File: config.mk
export PLATFORM = sky130hd
export DESIGN_NAME = wb_stage
export DESIGN_NICKNAME = d
export VERILOG_FILES = /design/src/rtl/wb_stage_pkg.sv /design/src/rtl/wb_stage.sv
export SDC_FILE = /design/constraint.sdc
export NUM_CORES = 1
export LEC_CHECK = 0
export ABC_AREA = 1
export BUFFER_PORTS_ARGS = -buffer_cell sky130_fd_sc_hd__buf_2
export CORE_AREA = 2 2 113 115
export DETAILED_ROUTE_END_ITERATION = 6
export DIE_AREA = 0 0 115 117
export PLACE_DENSITY = 0.79
export SLEW_MARGIN = 20
export SYNTH_ARGS = -nofsm -noshare
export SYNTH_HDL_FRONTEND = slang
export SYNTH_SLANG_ARGS = --single-unit
File: constraint.sdc
create_clock -name clk -period 4.25 [get_ports clk]
set_input_delay 0.85 -clock clk [delete_from_list [all_inputs] [get_ports clk]]
set_output_delay 0.85 -clock clk [all_outputs]
set_load 0.02 [all_outputs]
File: src/rtl/wb_stage_pkg.sv
// Shared core definitions for the write-back stage.
// Provides the load-wait FSM state type and the fixed constants used by
// branch-link writes and the load-timeout watchdog.
package wb_stage_pkg;

  typedef enum logic {
    ST_RUN       = 1'b0,
    ST_WAIT_LOAD = 1'b1
  } wb_state_e;

  // Architectural link register index for branch-and-link.
  localparam logic [4:0]  LINK_REG         = 5'd14;
  // Return address is the instruction after the branch.
  localparam logic [31:0] PC_LINK_OFFSET   = 32'd4;
  // Number of WAIT_LOAD cycles tolerated before the load is abandoned.
  localparam logic [7:0]  LOAD_TIMEOUT_MAX = 8'd255;

endpackage

File: src/rtl/wb_stage.sv
// Write-back stage: selects the register-file write, updates NZCV flags, keeps a two-deep write history.
// Latency: one clk from acceptance to the write port; a load missing its data waits in WAIT_LOAD.
// Backpressure: stall (combinational) freezes upstream while a load waits; inputs are ignored meanwhile.
//
// Ports:
//   clk, reset                 single clock, synchronous active-high reset
//   enable_reg_s, read_word_s, enable_write_s, Rd_s, res_s, pc_val_s,
//   link_s, set_s, condition_s, flags_in    instruction from the previous stage
//   d_data_read, d_data_valid  data-memory read return
//   reg_we, reg_waddr, reg_wdata  registered register-file write port
//   word_wb, word_wb_bef       last and second-to-last written values (forwarding)
//   flags                      architectural NZCV
//   stall                      freeze upstream
//   load_timeout               sticky error: a load never received its data
module wb_stage
  import wb_stage_pkg::*;
(
  input  logic               clk,
  input  logic               reset,
  input  logic               enable_reg_s,
  input  logic               read_word_s,
  input  logic               enable_write_s,
  input  logic [4:0]         Rd_s,
  input  logic signed [31:0] res_s,
  input  logic [31:0]        pc_val_s,
  input  logic               link_s,
  input  logic               set_s,
  input  logic               condition_s,
  input  logic [3:0]         flags_in,
  input  logic [31:0]        d_data_read,
  input  logic               d_data_valid,
  output logic               reg_we,
  output logic [4:0]         reg_waddr,
  output logic signed [31:0] reg_wdata,
  output logic signed [31:0] word_wb,
  output logic signed [31:0] word_wb_bef,
  output logic [3:0]         flags,
  output logic               stall,
  output logic               load_timeout
);

  wb_state_e          state_q, state_d;
  logic [7:0]         cnt_q, cnt_d;
  logic [4:0]         rd_lat_q, rd_lat_d;
  logic               reg_we_q, reg_we_d;
  logic [4:0]         reg_waddr_q, reg_waddr_d;
  logic signed [31:0] reg_wdata_q, reg_wdata_d;
  logic signed [31:0] word_wb_q, word_wb_d;
  logic signed [31:0] word_wb_bef_q, word_wb_bef_d;
  logic [3:0]         flags_q, flags_d;
  logic               load_timeout_q, load_timeout_d;

  logic               sel_we;
  logic [4:0]         sel_addr;
  logic [31:0]        sel_data;
  logic               is_load;

  always_comb begin
    state_d        = state_q;
    cnt_d          = cnt_q;
    rd_lat_d       = rd_lat_q;
    reg_we_d       = 1'b0;
    reg_waddr_d    = reg_waddr_q;
    reg_wdata_d    = reg_wdata_q;
    word_wb_d      = word_wb_q;
    word_wb_bef_d  = word_wb_bef_q;
    flags_d        = flags_q;
    load_timeout_d = load_timeout_q;
    stall          = 1'b0;

    // Write select: link beats load beats plain ALU write; stores never write.
    sel_we   = 1'b0;
    sel_addr = Rd_s;
    sel_data = res_s;
    if (link_s) begin
      sel_we   = 1'b1;
      sel_addr = LINK_REG;
      sel_data = pc_val_s + PC_LINK_OFFSET;
    end else if (read_word_s) begin
      sel_we   = 1'b1;
      sel_data = d_data_read;
    end else if (enable_reg_s && !enable_write_s) begin
      sel_we   = 1'b1;
    end

    is_load = condition_s && read_word_s && !link_s;

    // History follows what the register file actually received. WAIT_LOAD
    // never presents a write, so the history is frozen for the whole wait.
    if (reg_we_q) begin
      word_wb_d     = reg_wdata_q;
      word_wb_bef_d = word_wb_q;
    end

    case (state_q)
      ST_RUN: begin
        if (is_load && !d_data_valid) begin
          stall    = 1'b1;
          state_d  = ST_WAIT_LOAD;
          cnt_d    = 8'd0;
          rd_lat_d = Rd_s;
        end else if (condition_s) begin
          if (sel_we && (sel_addr != 5'd0)) begin
            reg_we_d    = 1'b1;
            reg_waddr_d = sel_addr;
            reg_wdata_d = sel_data;
          end
          if (set_s) begin
            flags_d = flags_in;
          end
        end
      end
      ST_WAIT_LOAD: begin
        if (d_data_valid) begin
          state_d = ST_RUN;
          if (rd_lat_q != 5'd0) begin
            reg_we_d    = 1'b1;
            reg_waddr_d = rd_lat_q;
            reg_wdata_d = d_data_read;
          end
        end else begin
          stall = 1'b1;
          cnt_d = cnt_q + 8'd1;
          // This is the last tolerated wait cycle: give up on the load.
          if (cnt_d == LOAD_TIMEOUT_MAX) begin
            load_timeout_d = 1'b1;
            state_d        = ST_RUN;
          end
        end
      end
      default: state_d = ST_RUN;
    endcase
  end

  always_ff @(posedge clk) begin
    if (reset) begin
      state_q        <= ST_RUN;
      cnt_q          <= 8'd0;
      rd_lat_q       <= 5'd0;
      reg_we_q       <= 1'b0;
      reg_waddr_q    <= 5'd0;
      reg_wdata_q    <= '0;
      word_wb_q      <= '0;
      word_wb_bef_q  <= '0;
      flags_q        <= 4'd0;
      load_timeout_q <= 1'b0;
    end else begin
      state_q        <= state_d;
      cnt_q          <= cnt_d;
      rd_lat_q       <= rd_lat_d;
      reg_we_q       <= reg_we_d;
      reg_waddr_q    <= reg_waddr_d;
      reg_wdata_q    <= reg_wdata_d;
      word_wb_q      <= word_wb_d;
      word_wb_bef_q  <= word_wb_bef_d;
      flags_q        <= flags_d;
      load_timeout_q <= load_timeout_d;
    end
  end

  assign reg_we       = reg_we_q;
  assign reg_waddr    = reg_waddr_q;
  assign reg_wdata    = reg_wdata_q;
  assign word_wb      = word_wb_q;
  assign word_wb_bef  = word_wb_bef_q;
  assign flags        = flags_q;
  assign load_timeout = load_timeout_q;

endmodule

==> reports/metrics.cfg, run 1 <==
[floorplanning]
start_util = 0.483
fp.dieW_um = 115
boundaryPins = 222
die_h_um = 117
die_area_sq_um = 13500
core_sq_um = 12300
rows = 41

[worst_setup_path]
reg2reg_to = reg_wdata[3]$_SDFFE_PP0P_
cp-start-kind = register
crit_type = reg2out
cp_max_fo = 21
cp.required_ps = 3400
r2r-start = state_q$_SDFF_PP0_
end_kind = output port
critPathArrivalTime_ps = 2290
worst-r2r-cell-count = 8
rrSetupSlack_ps = 1510

[job]
cap_violations = 0

[route]
final_antenna_net_count = 0
drt_first_iter_violations = 633
firstDrtPassIters = 6
routed_wl_mm = 19.5
viasPerCell = 5.39
drc_errors = 0
wl_per_cell_um = 15.5
dr_total_vias = 6757

[timing]
slew-limit-headroom = 0.309
setup_viol = 0
rsz0062_at_grt = no
setup-tns-final_ps = 0
timing_hold_violations_final = 0
fin_crit_sh = 0.738
skew_ps = 9.66
min_period_ps = 3140
worst_pin_slew_ps = 1040
finalWorstSetupSlack_ps = 1110
fin_hold_ws_ps = 443
slew_violations = 0
max_freq_mhz = 319

[global_routing]
grt_first_pass_wirelength_mm = 30.3
grt_pass1_vias = 5928
grt.overflow.total = 0
track_usage = 0.288
grt_max_degree = 71
grt_antenna_before_repair = 0

[clock_tree]
cts_setup_buffers = 0
cts.hold.buffers_added = 0
cts_sinks = 121
cts_tree = built
root_buffer = clkbuf_16
numCtsBuffers = 17
clock_path_buffers = 2
clk_pin_slew_ps = 60
insertion_delay_ps = 420
cts_max_level = 4
ctsResizeCount = 0

[run_status]
status = complete, no violations

[min_path]
min_path_cells = 2
min_to = flags[1]$_SDFFE_PP0P_
worstHoldStart = flags[1]$_SDFFE_PP0P_
hp-class = reg2reg

[logic_synthesis]
syn_area_sq_um = 5950
synth-async-reset-ratio = 0
yosysWarningCount = 0
netlist_instances = 892
ys_ff_latch = 121
ys_seq_area_frac = 0.407
synthDistinctLibCells = 34
ys_dominant_reg_cell = dfxtp_1
synth_nets = 1009
synth.avg_cell_area_sq_um = 6.67
synth_edf_count = 0

[pwr]
leakage_nw = 3.71
vdd_drop_max_mv = 0.283
total_power_mw = 3.13
power_density_nw_per_um2 = 411

[layout]
layout_common_cells = buf_2 (221), nor2_1 (200), nand2_1 (162)
areaGrowthSynthToFinish_pct = 28.2
final_core_util = 0.619
layout_commonest_cell = buf_2
drive_gt1_frac = 0.258
final_nets = 1207
final_area_sq_um = 7630
final_cells = 1253

[placed_design]
hpwl_mm = 14.0
place_area_sq_um = 7070
portBuffers = 221
dpl.cell_count = 1221
routabilityCongestion = 0.918
dp_worst_setup_slack_ps = 1360

-- registers in the layout (all words and copies together), names as in the netlist --
name and cells:
cnt_q 8, flags 4, load_timeout 1, rd_lat_q 5, reg_waddr 5, reg_wdata 32
reg_we 1, state_q 1, word_wb 32, word_wb_bef 32
-- synthesized netlist by cell type, types with 3 or more instances --
cell type,count,share of area
nor2_1,200,0.13
nand2_1,162,0.10
dfxtp_1,121,0.41
o21ai_0,119,0.10
a21oi_1,58,0.049
inv_1,53,0.033
nand3_1,45,0.038
clkbuf_1,33,0.021
a221oi_1,13,0.019
a22oi_1,12,0.015
buf_2,10,0.0084
nor2_2,8,0.0084
a31oi_1,6,0.0063
o21bai_1,6,0.0076
or2_2,6,0.0063
nand4_1,5,0.0053
o22ai_1,5,0.0053
xor2_1,4,0.0059
and2_1,3,0.0032
ha_1,3,0.0063
-- worst max-delay path by stage --
stage,from,endpoint,slack (ps),cells after the start
floorplan,link_s,stall,1720,6
global placement,link_s,stall,1400,7
detailed placement,link_s,stall,1360,7
CTS,state_q$_SDFF_PP0_,stall,1160,5
global route,state_q$_SDFF_PP0_,stall,990,5
finish,state_q$_SDFF_PP0_,stall,1110,5
-- routing by layer --
metal | wire, um | GRT usage | vias up
met3 | 1600 | 0.0654 | 37
met1 | 8490 | 0.378 | 3043
met2 | 8910 | 0.467 | 334
met5 | 0 | 0 | -
met4 | 485 | 0.109 | 0
li1 | - | - | 3343
-- critical path, stage by stage (launching register included) --
cell	delay [ps]
dfxtp_1	840
inv_1	160
nor2_2	330
nor2_1	210
inv_1	150
buf_2	180
-- power breakdown --
part / total [mW] / switching, mW / internal [mW]
Combinational: 0.520 / 0.343 / 0.177
Clock: 1.34 / 0.540 / 0.799
Sequential: 1.27 / 0.0584 / 1.21
Total: 3.13 / 0.941 / 2.19
-- cell families after synthesis --
group | synth area share
xor+xnor | 0.00589
compound gates | 0.210
simple gates | 0.299
fa+ha+maj | 0.00631
buf+inv | 0.0717
flops | 0.407
-- final cells by class --
type | instances | area, sq um
antenna | 1 | 2.50
fill | 1190 | 4690
multi-input combinational | 667 | 3100
inverter | 56 | 210
clock buffer | 17 | 425
sequential | 121 | 2420
timing repair buffer | 227 | 1150
clock inverter | 14 | 125
tap | 150 | 188
Power figures use the tool's default switching activity.
==> run 2: changes to the inputs <==
CORE_AREA = 2 2 118 120   (was 2 2 113 115)
DIE_AREA = 0 0 120 122   (was 0 0 115 117)
PLACE_DENSITY = 0.76   (was 0.79)
clock period = 2.8 ns   (was 4.25 ns; I/O delays follow)
==> reports/metrics.cfg, run 2 (same netlist as run 1, synthesis figures left out) <==
[run_status]
status = complete, no violations

[timing]
slew_violations = 0
finalWorstSetupSlack_ps = 357
min_period_ps = 2440
fin_hold_ws_ps = 406
max_freq_mhz = 409
setup_viol = 0
rsz0062_at_grt = no
worst_pin_slew_ps = 837
slew-limit-headroom = 0.442
setup-tns-final_ps = 0
timing_hold_violations_final = 0
skew_ps = 4.79
fin_crit_sh = 0.873

[layout]
drive_gt1_frac = 0.262
n_antenna_cell = 0
fillers = 1341
layout_common_cells = buf_2 (221), nor2_1 (200), nand2_1 (162)
final_nets = 1213
final_cells = 1288
areaGrowthSynthToFinish_pct = 29.9
layout_commonest_cell = buf_2

[route]
viasPerCell = 5.17
drc_errors = 0
firstDrtPassIters = 5
routed_wl_mm = 19.7
drt_first_iter_violations = 677
dr_total_vias = 6663
final_antenna_net_count = 0
wl_per_cell_um = 15.3

[placed_design]
portBuffers = 221
hpwl_mm = 14.3
dpl.cell_count = 1257
routabilityCongestion = 0.882
dp_worst_setup_slack_ps = 436

[clock_tree]
root_buffer = clkbuf_16
ctsResizeCount = 0
cts.hold.buffers_added = 0
cts_setup_buffers = 0
cts_sinks = 121
clk_pin_slew_ps = 60
clock_path_buffers = 2
numCtsBuffers = 17
cts_max_level = 4
insertion_delay_ps = 420
cts_tree = built

[global_routing]
grt_max_degree = 98
track_usage = 0.267
grt_antenna_before_repair = 0
grt.overflow.total = 0
grt_first_pass_wirelength_mm = 30.5
grt_pass1_vias = 5960

[worst_setup_path]
cp_max_fo = 9
crit_type = reg2out
end_kind = output port
slowest_stage = dfxtp_1
worstPathCellList = inv_1 -> nor2_2 -> buf_4 -> nor2_1 -> inv_1 -> buf_2
critPathMaxStageDelay_ps = 410
cp-start-kind = register
cp.required_ps = 2240
critPathArrivalTime_ps = 1880
crit_top_cell = inv_1

[floorplanning]
die_h_um = 122
start_util = 0.441
fp.dieW_um = 120
die_area_sq_um = 14600
rows = 43
core_sq_um = 13500
boundaryPins = 222

[pwr]
power_density_nw_per_um2 = 624
vdd_drop_max_mv = 0.425
total_power_mw = 4.82
leakage_nw = 3.77

[job]
cap_violations = 0

[min_path]
hp-class = in2reg

[run 2: cell types whose count changed in the layout (fill, tap and decap cells not counted), sizes merged]
cell	delta
diode	-1
buf	+6
clkbuf	+4
clkinvlp	-3
inv	-1
[run 2: final timing paths]
kind | startpoint | to | slack (ps) | cells after the start
worst max-delay path | state_q$_SDFF_PP0_ | stall | 360 | 6
worst min-delay path | Rd_s[4] | rd_lat_q[4]$_SDFFE_PP0N_ | 410 | 3
worst max register to register | state_q$_SDFF_PP0_ | reg_wdata[1]$_SDFFE_PP0P_ | 620 | 7
worst min register to register | flags[1]$_SDFFE_PP0P_ | flags[1]$_SDFFE_PP0P_ | 440 | 2
[run 2: area by class of cell]
type | count | area (sq um) | share of cell area
flip-flops and latches | 121 | 2420 | 0.314
repair buffers | 233 | 1200 | 0.155
well taps | 180 | 225 | 0.0291
multi-input cells | 667 | 3100 | 0.401
clock inverters | 10 | 93.8 | 0.0121
clock buffers | 21 | 480 | 0.0622
inverters | 56 | 210 | 0.0272
[run 2: report_power, final]
| group | switching (mW) | total, mW | internal (mW) | leakage (nW) |
|---|---|---|---|---|
| registers | 0.0939 | 1.94 | 1.84 | 0.994 |
| clock network | 0.792 | 2.10 | 1.31 | 0.277 |
| logic | 0.515 | 0.787 | 0.272 | 2.49 |
| total | 1.40 | 4.82 | 3.42 | 3.77 |
[run 2: stage by stage]
stage,cell area (sq um),util
3_5_place_dp,7160,0.530
2_1_floorplan,5950,-
3_3_place_gp,7160,0.530
5_1_grt,7730,0.572
6_report,7730,0.572
4_1_cts,7730,0.572
[run 2: worst max-delay path: cells and delay by family, from the launching register on]
kind	cells	cell delay (ps)
buffers and inverters	4	640
flip-flops	1	410
AND/OR/NAND/NOR	2	410
[run 2: metal layers]
layer	GRT usage	vias to the layer above	wire length, um
met3	0.0698	32	1530
met1	0.356	2992	8810
met5	0	-	0
met2	0.418	282	8880
li1	-	3357	-
met4	0.0971	0	433
==> run 3: changes to the inputs <==
RECOVER_POWER = 25   (was unset)
==> reports/metrics.cfg, run 3 (same netlist as run 1, synthesis figures left out) <==
[run_status]
status = finished, violations left
failed_checks = capacitance limit, slew limit

[clock_tree]
cts_setup_buffers = 0
cts_tree = built
cts_max_level = 4
root_buffer = clkbuf_16
ctsResizeCount = 0
numCtsBuffers = 17
cts_sinks = 121
insertion_delay_ps = 420
cts.hold.buffers_added = 0
clk_pin_slew_ps = 60
clock_path_buffers = 2

[timing]
rsz0062_at_grt = no
slew-limit-headroom = -0.0633
setup_viol = 0
setup-tns-final_ps = 0
min_period_ps = 2450
timing_hold_violations_final = 0
slew_violations = 98
max_freq_mhz = 409
fin_crit_sh = 0.874
worst_pin_slew_ps = 1590
skew_ps = 6.60

[route]
wl_met3_mm = 1.58
drt_first_iter_violations = 631
wl_met2_mm = 8.90
wl_per_cell_um = 15.4
routed.top_layer = met4
met1_length_mm = 8.90
final_antenna_net_count = 0
routed_wl_mm = 19.8
drc_errors = 0
dr_total_vias = 6681
firstDrtPassIters = 5
viasPerCell = 5.19

[layout]
regArea_sq_um = 2420
drive_gt1_frac = 0.228
areaGrowthSynthToFinish_pct = 29.1
final_core_util = 0.569
layout_commonest_cell = nor2_1
n_antenna_cell = 0
layout_common_cells = nor2_1 (200), buf_2 (185), nand2_1 (162)
fillers = 1361
multi_input_area_sq_um = 3100
final_nets = 1213

[pwr]
vdd_drop_max_mv = 0.426
power_density_nw_per_um2 = 627
leakage_nw = 3.62

[worst_setup_path]
critPathMaxStageDelay_ps = 420
crit_top_cell = inv_1
critical_path.n_buffers_inverters = 4
cp_max_fo = 9
cp-start-kind = register
slowest_stage = dfxtp_1
rrSetupSlack_ps = 590
worst-r2r-cell-count = 7
critPathArrivalTime_ps = 1890
worstPathCellList = inv_1 -> nor2_2 -> buf_4 -> nor2_1 -> inv_1 -> buf_2
cp.required_ps = 2240
reg2reg_to = reg_wdata[1]$_SDFFE_PP0P_
end_kind = output port
r2r-start = state_q$_SDFF_PP0_
crit_type = reg2out
cp_top_family = buffers and inverters

[floorplanning]
fp.dieW_um = 120
die_area_sq_um = 14600
core_sq_um = 13500
boundaryPins = 222
start_util = 0.441
rows = 43
die_h_um = 122

[global_routing]
grt_first_pass_wirelength_mm = 30.5
grt.overflow.total = 0
grt_antenna_before_repair = 0
track_usage = 0.267
grt_max_degree = 98
grt_pass1_vias = 5960

[min_path]
min_to = rd_lat_q[4]$_SDFFE_PP0N_
worstHoldStart = Rd_s[4]
hp-class = in2reg
min_path_cells = 3

[placed_design]
routabilityCongestion = 0.882
portBuffers = 221
hpwl_mm = 14.3

[job]
cap_violations = 1

## run 3: changes by cell type in the layout (fill, tap and decap cells not counted)
| cell | change |
|---|---|
| buf_2 | -36 |
| clkbuf_1 | +36 |
| buf_4 | -1 |
| clkbuf_2 | +1 |
| clkinv_1 | +1 |
| inv_2 | -1 |
## run 3: layer usage
metal	vias to the layer above	GRT usage
met5	-	0
met4	0	0.0971
met3	28	0.0698
met2	285	0.418
met1	3009	0.356
li1	3359	-
## run 3: worst reg2reg max path, delay by kind of cell, from the launching register on
kind                   cells  cell delay [ps]
buffers and inverters      3              960
flip-flops                 1              540
AO/OA/AOI/OAI              3              490
AND/OR/NAND/NOR            1              160
## run 3: layout make-up
cell class              instances  share of cell area
clock buffers                  21              0.0625
clock inverters                10              0.0122
inverters                      56              0.0274
multi-input cells             667               0.404
flip-flops and latches        121               0.315
well taps                     180              0.0293
repair buffers                233               0.150
## run 3: how the worst max path moves through the flow
stage	startpoint	to	slack, ps	cells past startpoint
3_5_place_dp	link_s	stall	440	7
6_report	state_q$_SDFF_PP0_	stall	350	6
3_3_place_gp	link_s	stall	500	7
2_1_floorplan	link_s	stall	850	6
5_1_grt	state_q$_SDFF_PP0_	stall	310	6
4_1_cts	state_q$_SDFF_PP0_	stall	400	6
## run 3: where the power goes
part | total (mW) | switching (mW) | internal [mW] | leakage, nW
combinational | 0.778 | 0.515 | 0.263 | 2.35
clock | 2.10 | 0.796 | 1.31 | 0.277
sequential | 1.94 | 0.0953 | 1.84 | 0.994
## run 3: stage by stage
step	power, mW	hold slack (ps)	cell area (sq um)	std cells	setup WS (ps)
2_1_floorplan	2.43	444	5950	892	847
3_3_place_gp	2.74	430	7160	1257	503
3_5_place_dp	2.75	434	7160	1257	436
4_1_cts	4.84	389	7730	1288	401
5_1_grt	5.03	403	7680	1288	307
6_report	4.82	405	7680	1288	354
